File: src/rtl/inst_fetch_unit.sv
// Fetch stage: owns the PC, reads the combinational instruction memory and buffers
// {inst, pc} pairs in a 2-entry queue that feeds decode.
module inst_fetch_unit #(
    parameter logic [31:0] RESET_PC  = 32'h0000_0000,
    parameter int unsigned MEM_WORDS = 256
) (
    input  logic        clk,
    input  logic        rst,
    output logic [31:0] mem_addr,
    output logic        mem_re,
    input  logic [31:0] mem_out,
    input  logic        redirect,
    input  logic [31:0] redirect_pc,
    output logic        dec_valid,
    input  logic        dec_ready,
    output logic [31:0] dec_inst,
    output logic [31:0] dec_pc,
    output logic        fault,
    output logic [31:0] fault_pc,
    output logic        dbg_state
);

    typedef enum logic {ST_RUN = 1'b0, ST_HALT = 1'b1} fsm_e;

    localparam logic [31:0] MEM_WORDS_W = 32'(MEM_WORDS);

    fsm_e        fsm_q, fsm_d;
    logic [31:0] pc_q, pc_d;
    logic [31:0] head_inst_q, head_inst_d, head_pc_q, head_pc_d;
    logic [31:0] tail_inst_q, tail_inst_d, tail_pc_q, tail_pc_d;
    logic [1:0]  count_q, count_d;
    logic        fault_q, fault_d;
    logic [31:0] fault_pc_q, fault_pc_d;

    logic        pop, fetch, seq_oob, redir_bad;
    logic [31:0] pc_next;

    // Handshake: a head entry moves to decode exactly when dec_valid and dec_ready
    // are both high at a rising edge; dec_valid never depends on dec_ready.
    assign pop       = (count_q != 2'd0) && dec_ready;
    assign fetch     = (fsm_q == ST_RUN) && !redirect && !rst && ((count_q != 2'd2) || pop);
    assign pc_next   = pc_q + 32'd4;
    assign seq_oob   = {2'b00, pc_next[31:2]} >= MEM_WORDS_W;
    assign redir_bad = (redirect_pc[1:0] != 2'b00) || ({2'b00, redirect_pc[31:2]} >= MEM_WORDS_W);

    always_comb begin
        fsm_d       = fsm_q;
        pc_d        = pc_q;
        head_inst_d = head_inst_q;
        head_pc_d   = head_pc_q;
        tail_inst_d = tail_inst_q;
        tail_pc_d   = tail_pc_q;
        count_d     = count_q;
        fault_d     = fault_q;
        fault_pc_d  = fault_pc_q;

        if (redirect) begin
            count_d = 2'd0;
            if (redir_bad) begin
                fsm_d      = ST_HALT;
                fault_d    = 1'b1;
                fault_pc_d = redirect_pc;
            end else begin
                fsm_d   = ST_RUN;
                pc_d    = redirect_pc;
                fault_d = 1'b0;
            end
        end else begin
            case ({fetch, pop})
                2'b11: begin
                    // A full queue shifts the tail forward; otherwise the new word becomes head.
                    if (count_q == 2'd2) begin
                        head_inst_d = tail_inst_q;
                        head_pc_d   = tail_pc_q;
                        tail_inst_d = mem_out;
                        tail_pc_d   = pc_q;
                    end else begin
                        head_inst_d = mem_out;
                        head_pc_d   = pc_q;
                    end
                end
                2'b10: begin
                    if (count_q == 2'd0) begin
                        head_inst_d = mem_out;
                        head_pc_d   = pc_q;
                    end else begin
                        tail_inst_d = mem_out;
                        tail_pc_d   = pc_q;
                    end
                    count_d = count_q + 2'd1;
                end
                2'b01: begin
                    if (count_q == 2'd2) begin
                        head_inst_d = tail_inst_q;
                        head_pc_d   = tail_pc_q;
                    end
                    count_d = count_q - 2'd1;
                end
                default: ;
            endcase
            if (fetch) begin
                pc_d = pc_next;
                if (seq_oob) begin
                    fsm_d      = ST_HALT;
                    fault_d    = 1'b1;
                    fault_pc_d = pc_next;
                end
            end
        end
    end

    always_ff @(posedge clk) begin
        if (rst) begin
            fsm_q       <= ST_RUN;
            pc_q        <= RESET_PC;
            head_inst_q <= 32'h0;
            head_pc_q   <= 32'h0;
            tail_inst_q <= 32'h0;
            tail_pc_q   <= 32'h0;
            count_q     <= 2'd0;
            fault_q     <= 1'b0;
            fault_pc_q  <= 32'h0;
        end else begin
            fsm_q       <= fsm_d;
            pc_q        <= pc_d;
            head_inst_q <= head_inst_d;
            head_pc_q   <= head_pc_d;
            tail_inst_q <= tail_inst_d;
            tail_pc_q   <= tail_pc_d;
            count_q     <= count_d;
            fault_q     <= fault_d;
            fault_pc_q  <= fault_pc_d;
        end
    end

    assign mem_addr  = {2'b00, pc_q[31:2]};
    assign mem_re    = fetch;
    assign dec_valid = (count_q != 2'd0);
    assign dec_inst  = head_inst_q;
    assign dec_pc    = head_pc_q;
    assign fault     = fault_q;
    assign fault_pc  = fault_pc_q;
    assign dbg_state = fsm_q;

endmodule
File: config.mk
export PLATFORM = sky130hd
export DESIGN_NAME = inst_fetch_unit
export DESIGN_NICKNAME = d
export VERILOG_FILES = /design/src/rtl/inst_fetch_unit.sv
export SDC_FILE = /design/constraint.sdc
export NUM_CORES = 1
export LEC_CHECK = 0
export CORE_ASPECT_RATIO = 1.1
export CORE_UTILIZATION = 32
export DETAILED_ROUTE_END_ITERATION = 16
export PLACE_DENSITY = 0.58
export SYNTH_ARGS = -nofsm -noshare
export SYNTH_HDL_FRONTEND = slang
export SYNTH_SLANG_ARGS = --single-unit
File: constraint.sdc
create_clock -name clk -period 3.19 [get_ports clk]
set_input_delay 0.638 -clock clk [delete_from_list [all_inputs] [get_ports clk]]
set_output_delay 0.638 -clock clk [all_outputs]
set_load 0.01 [all_outputs]
Yosys cells after proc, flatten, opt, wreduce, memory -nomap -nowiden
Index checks and enable logic that the tools add are counted.
W data, S select, Z words.
- bits in registers: 195
- output and inout port bits: 132
- add/subtract/negate cells: 3
- magnitude comparators: 2
- eq/ne operators: 11
- multiplexer cells: 26
- bitwise gates (word level): 2
- reduce and logical (&&, ||, !) cells: 22
- operators with widths (cell ; count):
    $mux W32 ; 17
    $pmux W32 S3 ; 2
    $pmux W32 S2 ; 2
    $ge A30 B9 Y1 const B ; 2
    $add A32 B3 Y32 const B ; 1
    $ne A2 B2 Y1 const B ; 6
    $reduce_bool A2 Y1 ; 6
    $reduce_and A4 Y1 ; 2
    $eq A2 B2 Y1 const B ; 3
    $logic_and A1 B1 Y1 ; 4
    $mux W1 ; 4
    $pmux W2 S2 ; 1
    $reduce_and A2 Y1 ; 2
    $reduce_and A3 Y1 ; 1
    $reduce_bool A3 Y1 ; 1
    $add A2 B1 Y2 const B ; 1
    $eq A2 B1 Y1 const B ; 1
    $logic_not A1 Y1 ; 2
    $logic_not A2 Y1 ; 1
    $logic_or A1 B1 Y1 ; 2
    $ne A2 B1 Y1 const B ; 1
    $not A1 Y1 ; 2
    $reduce_or A2 Y1 ; 1
    $sub A2 B1 Y2 const B ; 1

Depth between registers and ports, before layout
- word-level depth: 7
- mapped depth: 11

Worst setup path before layout
Ideal clock, no wire load.
- kind: register -> register
- start: register pc_q[2]
- end: register fault_pc_q[17] (netlist: fault_pc[17])
- library setup time: 116 ps
- arrival: 2650 ps
- setup slack: 425 ps
- cell stages (with the launch flop): 11
- path buffers: 1
- clock period less this slack: 2765 ps
- cell sequence: dfxtp_1 ha_1 nand3_1 nor4_4 nand3_1 o21ai_0 a311oi_2 a41oi_4 nand2_4 buf_6 a31o_1
- longest elaborated chain between the ends: 4
- elaborated cells on any way between the ends: 7
- those cells by class: add/sub: 1; order compare: 1; mux: 3; reduce/logical: 2
- RTL lines (what ; line ; RTL):
    start: declaration ; 28 ; logic [31:0] pc_q, pc_d;
    start signal: assignment ; 125 ; pc_q <= pc_d;
    $add A32 B3 Y32 * ; 42 ; assign pc_next = pc_q + 32'd4;
    $ge A30 B9 Y1 or $mux W32 (tied branches) ; 43, 103 ;
    $reduce_bool A2 Y1 (no line) or $mux W32 (tied branches) ; - ;
    $reduce_and A3 Y1 (no line) or $mux W32 (tied branches) ; - ;
    end signal: assignment ; 132 ; fault_pc_q <= fault_pc_d;
    end: declaration ; 33 ; logic [31:0] fault_pc_q, fault_pc_d;
Mark *: on every way between the ends. The rest lies on a longest branch, timed or not. The select of a mux whose other input is x is not followed.
A chain may end at the register's enable or synchronous reset.

Worst setup path after layout
- start: register pc_q[4]
- end: register fault_pc_q[10] (netlist: fault_pc[10])
Same word-level chain as after synthesis.

==> results.ini <==
[timing]
finalSetupViolCount=0
period_minus_slack_ns=2.95
worst_slack_ns=0.244
hold_viol_final=0
post-route-period-util=0.923
worst_pin_slew_ns=1.07
fmax_mhz=339
finClkSkew_ns=0.0123
max_slew_margin=0.286
drv_slew=0
hold_ws_ns=0.414
rsz0062_at_grt=no

[worst_setup_path]
worst_path_largest_cell_delay_ns=0.61
worstPathMaxFanout=30
crit_chain=nand4_1, nor2_2, nand4_1, xnor2_1, nor3_1, a41o_1, buf_12, nor4_1, a31o_1
critPathTopFamily=simple AND/OR/NAND/NOR gates
worstPathArrival_ns=3.28
required_ns=3.53
cp-start-kind=register
path_class=register to register
worst-path-buf-inv=1
end_kind=register
cp_slowest_cell=dfxtp_1
cp_common_cell=nand4_1

[pwr]
ir_worst_vdd_v=0.000312
p_leak_nw=4.10
power.density_mw_per_mm2=495

[synth]
synth_top_area_cell=dfxtp_1
synth_area_leaders=dfxtp_1, mux2i_1, a21oi_1, nand2_1, nor2_1
synth_ff_type=dfxtp_1
synthArstFlopShare=0
ys_seq_area_frac=0.433
synth_top_area_frac=0.433
yosys_register_bits=195
yosysUniqueCellTypes=56
yosys_warnings=0
syn-cell-area_mm2=0.00902
synth_edf_count=0
synthCells=1083
postSynthAreaPerCell_um2=8.33

[detailed_routing]
avgViaCountPerCell=5.12
drc=0
drtIter0Drc=525
ant_nets=0
vias=8338
first_pass_iters=6
wl_per_cell_um=17.3
drt_wl_total_um=28200

[layout]
area_delta_synth_final_pct=35.5
insertedDiodeCount=0
layout-drive-gt1-share=0.100
layout_common_cells=dfxtp_1, clkdlybuf4s50_1, nand2_1, nor2_1, a21oi_1
nets=1321
final_cells=1627

[outcome]
status=completed

[die]
start_util=0.325
die_x_um=162
row_count=64
chipHeight_um=178
io_pins=200
core-area_mm2=0.0278
fp.dieArea_mm2=0.0289

[global_route]
grt_pass1_wl_um=43900
use_met3=0.0332
grt_max_degree=192
grt_use_total=0.195
grt_most_used_layer=met2
antenna_found_initial=0
grt_overflow=0
grt_pass1_vias=7700
grt.met2_usage=0.312
met1_usage=0.264

[cts]
cts_inserted_buffers=17
htreeDepth=4
cts_root_buf=clkbuf_16
cts_sinks=195
cts_tree=done
cts.clk_slew.worst_paths_ns=0.08
postCtsHoldBufs=0
cts_buffer_depth=2
clock_latency_ns=0.44

[place]
portBuffers=197
place_ws_ns=-0.137
dp_hpwl_um=19800
gp_congestion=0.868
placed_cells=1593

[flow_run]
cap_violations=0

[hold_path]
min_path_type=primary input to register

area by class of cell:
| type | instances | area [um^2] |
|---|---|---|
| clock buffers | 18 | 439 |
| clock inverters | 14 | 200 |
| fillers | 2732 | 15600 |
| inverters | 3 | 11.3 |
| multi-input cells | 775 | 4700 |
| flip-flops and latches | 195 | 3900 |
| well taps | 363 | 454 |
| repair buffers | 259 | 2520 |
synth_stat cells, drive strengths merged (7+ instances only):
cell / instances
dfxtp: 195
nand2: 154
nor2: 135
a21oi: 121
clkbuf: 78
mux2i: 73
a211oi: 65
buf: 33
nor4: 29
xnor2: 22
a31o: 19
nand3: 18
nor3: 17
nand2b: 13
nand4: 11
xor2: 11
o211ai: 10
a31oi: 9
o21ai: 9
o31ai: 9
a311oi: 8
and3: 7
sequential cells by signal, indices dropped and copies added, names as in the netlist:
signal       count
dec_inst        32
pc_q            32
fault            1
fault_pc        32
dec_pc          32
tail_pc_q       32
tail_inst_q     32
count_q          2
per-stage QoR:
step | util | area (um^2) | total power [mW] | setup TNS (ns)
3_5_place_dp | 0.416 | 11600 | 3.77 | -4.35
3_3_place_gp | 0.416 | 11600 | 3.77 | -5.50
4_1_cts | 0.439 | 12200 | 6.13 | 0
5_1_grt | 0.440 | 12200 | 6.33 | 0
2_1_floorplan | - | 9030 | 3.24 | 0
6_report | 0.440 | 12200 | 6.06 | 0
metal layers:
layer,up-vias,part of all wire
met5,-,0
met3,40,0.045
met2,232,0.47
li1,4148,-
met4,0,0.023
met1,3918,0.46
cell families after synthesis:
group	share of synthesized area
AND/OR/NAND/NOR	0.205
XOR/XNOR	0.0320
flip-flops	0.433
other	0.000416
buffers and inverters	0.0520
AO/OA/AOI/OAI	0.195
multiplexers	0.0810
adder cells (fa/ha/maj)	0.00277
power breakdown:
group	switching [mW]	total (mW)	leakage, nW	internal (mW)
clock network	0.993	2.34	0.314	1.35
logic	0.550	1.07	2.20	0.521
registers	0.0811	2.64	1.59	2.56
path summary, 6_finish.rpt:
| path | from | to | slack, ns | depth (start not counted) |
|---|---|---|---|---|
| min reg2reg | tail_pc_q[21] | tail_pc_q[21] | 0.45 | 2 |
| min | rst | count_q[0] | 0.41 | 2 |
| max | pc_q[4] | fault_pc[10] | 0.24 | 9 |
| max reg2reg | pc_q[4] | fault_pc[10] | 0.24 | 9 |
timing repair:
item                       in CTS  in global routing
setup endpoints to repair       0                 33
resized for setup               0                  2
setup buffers                   0                  2
Power figures use the tool's default switching activity.
